[config.mk]
export PLATFORM = sky130hd
export DESIGN_NAME = inst_fetch_queue
export DESIGN_NICKNAME = d
export VERILOG_FILES = /design/src/rtl/vpipe_pkg.sv /design/src/rtl/ifq_sat_counter.sv /design/src/rtl/inst_fetch_queue.sv
export SDC_FILE = /design/constraint.sdc
export NUM_CORES = 1
export LEC_CHECK = 0
export BUFFER_PORTS_ARGS = -buffer_cell sky130_fd_sc_hd__buf_2
export CAP_MARGIN = 15
export CORE_MARGIN = 8
export CORE_UTILIZATION = 56
export DETAILED_ROUTE_END_ITERATION = 7
export GPL_ROUTABILITY_DRIVEN = 0
export PLACE_DENSITY = 0.88
export SLEW_MARGIN = 10
export SYNTH_ARGS = -nofsm -noshare
export SYNTH_HDL_FRONTEND = slang
export SYNTH_HIERARCHICAL = 1
export SYNTH_SLANG_ARGS = --single-unit
[constraint.sdc]
create_clock -name clk_i -period 2.7 [get_ports clk_i]
set_clock_uncertainty 0.05 [all_clocks]
set_input_delay 0.27 -clock clk_i [delete_from_list [all_inputs] [get_ports clk_i]]
set_output_delay 0.27 -clock clk_i [all_outputs]
set_load 0.01 [all_outputs]
[src/rtl/vpipe_pkg.sv]
// Shared instruction types for the simple pipeline and its feeders.
package vpipe_pkg;

  typedef enum logic [1:0] {
    OpNop = 2'd0,
    OpAdd = 2'd1,
    OpSub = 2'd2,
    OpXor = 2'd3
  } op_t;

  typedef struct packed {
    op_t        op;
    logic [1:0] rd;
    logic [1:0] rs1;
    logic [1:0] rs2;
  } inst_t;

  localparam inst_t NOP_INST = inst_t'(8'h00);

endpackage

[src/rtl/ifq_sat_counter.sv]
// Saturating up-counter: holds at all-ones instead of wrapping.
module ifq_sat_counter #(
  parameter int unsigned Width = 8
) (
  input  logic             clk_i,
  input  logic             rst_ni,
  input  logic             inc_i,
  output logic [Width-1:0] cnt_o
);

  logic [Width-1:0] cnt_q, cnt_d;

  always_comb begin
    cnt_d = cnt_q;
    if (inc_i && (cnt_q != '1)) begin
      cnt_d = cnt_q + 1'b1;
    end
  end

  always_ff @(posedge clk_i or negedge rst_ni) begin
    if (!rst_ni) begin
      cnt_q <= '0;
    end else begin
      cnt_q <= cnt_d;
    end
  end

  assign cnt_o = cnt_q;

endmodule

[src/rtl/inst_fetch_queue.sv]
// Instruction FIFO feeding the pipeline; presents a NOP bubble when empty.
// Define IFQ_BYPASS_EN to forward in_inst_i straight to inst_o when the queue is empty.
module inst_fetch_queue
  import vpipe_pkg::*;
#(
  parameter int unsigned DEPTH = 4,
  parameter int unsigned CNT_W = 8,
  localparam int unsigned AW   = $clog2(DEPTH),
  localparam int unsigned LvlW = AW + 1
) (
  input  logic             clk_i,
  input  logic             rst_ni,
  input  logic             in_valid_i,
  input  logic [7:0]       in_inst_i,
  output logic             in_ready_o,
  input  logic             issue_en_i,
  input  logic             flush_i,
  output logic [7:0]       inst_o,
  output logic             inst_valid_o,
  output logic [LvlW-1:0]  level_o,
  output logic [CNT_W-1:0] issue_cnt_o,
  output logic [CNT_W-1:0] bubble_cnt_o
);

  localparam logic [LvlW-1:0] LvlFull = LvlW'(DEPTH);

  inst_t           mem_q [DEPTH];
  logic [AW-1:0]   wr_ptr_q, wr_ptr_d;
  logic [AW-1:0]   rd_ptr_q, rd_ptr_d;
  logic [LvlW-1:0] level_q, level_d;

  logic head_valid, bypass;
  logic push_wr, pop_rd, issue_inc, bubble_inc;

  assign head_valid = (level_q != '0);
  assign in_ready_o = (level_q != LvlFull);
  assign level_o    = level_q;

`ifdef IFQ_BYPASS_EN
  assign bypass       = !head_valid && in_valid_i && !flush_i;
  assign inst_valid_o = head_valid || bypass;
  assign inst_o       = head_valid ? mem_q[rd_ptr_q] : (bypass ? in_inst_i : NOP_INST);
`else
  assign bypass       = 1'b0;
  assign inst_valid_o = head_valid;
  assign inst_o       = head_valid ? mem_q[rd_ptr_q] : NOP_INST;
`endif

  // A bypassed entry consumed this cycle never touches storage.
  assign push_wr    = in_valid_i && in_ready_o && !(bypass && issue_en_i) && !flush_i;
  assign pop_rd     = issue_en_i && head_valid && !flush_i;
  assign issue_inc  = issue_en_i && inst_valid_o && !flush_i;
  assign bubble_inc = issue_en_i && !inst_valid_o && !flush_i;

  always_comb begin
    wr_ptr_d = wr_ptr_q;
    rd_ptr_d = rd_ptr_q;
    level_d  = level_q;
    if (flush_i) begin
      wr_ptr_d = '0;
      rd_ptr_d = '0;
      level_d  = '0;
    end else begin
      if (push_wr) wr_ptr_d = wr_ptr_q + 1'b1;
      if (pop_rd)  rd_ptr_d = rd_ptr_q + 1'b1;
      level_d = level_q + LvlW'(push_wr) - LvlW'(pop_rd);
    end
  end

  always_ff @(posedge clk_i or negedge rst_ni) begin
    if (!rst_ni) begin
      wr_ptr_q <= '0;
      rd_ptr_q <= '0;
      level_q  <= '0;
    end else begin
      wr_ptr_q <= wr_ptr_d;
      rd_ptr_q <= rd_ptr_d;
      level_q  <= level_d;
    end
  end

  // Storage needs no reset: entries are only visible while counted in level_q.
  always_ff @(posedge clk_i) begin
    if (push_wr) begin
      mem_q[wr_ptr_q] <= inst_t'(in_inst_i);
    end
  end

  ifq_sat_counter #(
    .Width(CNT_W)
  ) u_issue_cnt (
    .clk_i (clk_i),
    .rst_ni(rst_ni),
    .inc_i (issue_inc),
    .cnt_o (issue_cnt_o)
  );

  ifq_sat_counter #(
    .Width(CNT_W)
  ) u_bubble_cnt (
    .clk_i (clk_i),
    .rst_ni(rst_ni),
    .inc_i (bubble_inc),
    .cnt_o (bubble_cnt_o)
  );

endmodule
==> results.yml <==
hold_path:
  min_from: "in_inst_i[7]"
  hp-class: "in -> reg"
drt:
  dr.pass1.iters: 6
  drt_iter0_drc: 118
  num_vias: 1551
  routed_wl_um: 4754
  drc: 0
  viasPerCell: 5.702
  wl_per_cell_um: 17.48
  ant_nets: 0
power:
  switching_power_w: 0.0009048
  power_frac_seq: 0.457
  p_total_w: 0.002639
  cellPowerDensity_nw_per_um2: 887.0
  leakagePower_nw: 1.233
  pwr-share-clk: 0.198
  peakVddDrop_mv: 0.5920
  p_comb_frac: 0.345
  p_int_w: 0.001734
  swShare: 0.3428
synth:
  ys_seq_area_frac: 0.5947
  async_reset_ff_frac: 0.4182
  yosys.area.top_type: "edfxtp_1"
  synth_cell_types: 41
  synth_area_sq_um: 2584
  synth_cells: 171
  synth.most_common_cell: "edfxtp_1"
  ys.flop_type: "edfxtp_1"
  avgSynthCellArea_sq_um: 15.11
  yosysTopAreaCellShare: 0.3719
  synth_common_cells: "edfxtp_1, dfrtp_1, inv_1"
  synthTopCellsByArea: "edfxtp_1, dfrtp_1, mux4_2"
  ys_ff_latch: 55
  synth-edff-count: 32
  synthesis.nets: 193
  ys.warnings.count: 6
cts:
  cts_max_path_buffers: 2
  clock-sinks: 55
  h-tree-depth: 2
  root_buffer: "clkbuf_8"
  insertion_delay_ns: 0.30
  clk_pin_slew_ns: 0.09
  cts_tree: "done"
  numCtsBuffers: 5
run_status:
  outcome: "finished clean"
setup_path:
  r2r-end: "level_o[2]$_DFF_PN0_"
  cp-end-kind: "flip-flop"
  worstSetupStartpoint: "level_o[1]$_DFF_PN0_"
  reg2reg_slack_ns: 0.17
  path_class: "reg -> reg"
  crit_end: "level_o[2]$_DFF_PN0_"
  start_kind: "flip-flop"
  cp.arrival_ns: 2.67
  rr_startpoint: "level_o[1]$_DFF_PN0_"
  r2r_cells: 10
  critPathRequiredTime_ns: 2.84
  critPathMaxFanout: 6
sta:
  setup-tns-final_ns: 0
  tightest_slew_ns: 0.6178
  fin_crit_ns: 2.534
  slew_viol_final: 0
  fmax_ghz: 0.3947
  hold_violations: 0
  slew_headroom: 0.5881
  rsz0062_at_grt: "false"
  setup_viol: 0
  min_period_over_period: 0.9384
placement:
  hpwl_um: 3399
  port_buffers: 41
  dpl_cell_area_sq_um: 2851
die:
  start_util: 0.5853
  ios: 42
  rows: 24
  fp.dieH_um: 83.93
  die_area_sq_um: 7043
  die_width_um: 83.93
  core_sq_um: 4414
global_routing:
  grt_pass1_wl_um: 8107
  grt_start_max_net_pins: 24
  grt.total_usage: 0.1417
  grt_overflow_total: 0
  first_global_vias: 1621
  antenna_found_initial: 0
finish:
  fin_nets: 241
  final_area_sq_um: 2975
  antenna_cells: 0
  syn_to_final_growth_pct: 15.16
  drive_gt1_frac: 0.3864
run:
  max-cap-violations: 0
[power by group through the flow]
| stage | combinational (W) | sequential (W) | clock, W |
|---|---|---|---|
| 2_1_floorplan | 0.000630 | 0.00119 | 0 |
| 5_1_grt | 0.00101 | 0.00124 | 0.000565 |
| 3_3_place_gp | 0.000885 | 0.00121 | 0 |
| 4_1_cts | 0.000924 | 0.00121 | 0.000534 |
| 3_5_place_dp | 0.000913 | 0.00122 | 0 |
| 6_report | 0.000910 | 0.00121 | 0.000522 |
[stage by stage]
stage / setup slack, ns / utilization / hold WS [ns] / std cells
global placement: 0.3302 / 0.6460 / 0.2162 / 263
global route: 0.02055 / 0.6740 / 0.1197 / 272
finish: 0.1664 / 0.6740 / 0.1235 / 272
CTS: 0.08539 / 0.6726 / 0.1193 / 272
floorplan: 0.2852 / - / -0.07559 / 171
detailed placement: 0.1363 / 0.6460 / 0.2193 / 263
[critical path: stages, from the launching register on]
cell and delay [ns]:
dfrtp_2 0.49, o31ai_1 0.37, nor2_1 0.10, ha_1 0.30
inv_1 0.05, ha_1 0.13, inv_1 0.05, fa_1 0.39
xor2_1 0.25, and2_1 0.19, nor3_1 0.05
[state kept, by name, summed over array words and instances, names as in the netlist]
name                cells
rd_ptr_q                2
mem_q                  32
u_bubble_cnt/cnt_o      8
u_issue_cnt/cnt_o       8
wr_ptr_q                2
level_o                 3
[placed cells by master (no fill, tap or decap), types with 5 or more instances in the layout]
| cell | count |
|---|---|
| buf_2 | 41 |
| edfxtp_1 | 32 |
| dfrtp_1 | 22 |
| inv_1 | 9 |
| mux4_2 | 8 |
| nor2b_4 | 8 |
| ha_1 | 8 |
| nor2_1 | 7 |
| a21oi_1 | 6 |
| and2_1 | 5 |
| clkbuf_8 | 5 |
[kinds of logic after synthesis]
| family | Yosys count | synth area share |
|---|---|---|
| buf+inv | 14 | 0.02663 |
| xor+xnor | 6 | 0.02034 |
| fa+ha+maj | 9 | 0.04649 |
| flops | 55 | 0.5947 |
| simple gates | 47 | 0.1404 |
| mux | 13 | 0.09395 |
| compound gates | 27 | 0.07747 |
[how the worst min path moves through the flow]
stage	cells past startpoint	to
after global placement	1	u_issue_cnt/cnt_o[5]$_DFFE_PN0P_
final	1	mem_q[0][7]$_DFFE_PP_
after global routing	1	mem_q[2][4]$_DFFE_PP_
after CTS	1	mem_q[0][7]$_DFFE_PP_
after detailed placement	1	u_issue_cnt/cnt_o[5]$_DFFE_PN0P_
after floorplan	0	level_o[0]$_DFF_PN0_
[layout make-up]
class	count	area, sq um
clock buffer	5	68.82
tap	52	65.06
inverter	10	37.54
sequential	55	1538
multi-input combinational	102	989.7
timing repair buffer	45	237.7
fill	311	1439
clock inverter	3	38.79
[metal layers]
metal  global-route usage  part of all wire  vias up
met5                    0                 0        -
li1                     -                 -      738
met4              0.04710             0.012        0
met2               0.2414              0.51       35
met1               0.1632              0.43      772
met3              0.04590             0.046        6
[repair_timing]
item	CTS	global route
gates resized for setup	0	2
hold buffers	1	0
endpoints found under the hold margin	23	0
setup buffers	0	0
setup endpoints to repair	0	1
No activity file was read; power rests on OpenSTA's default activity.
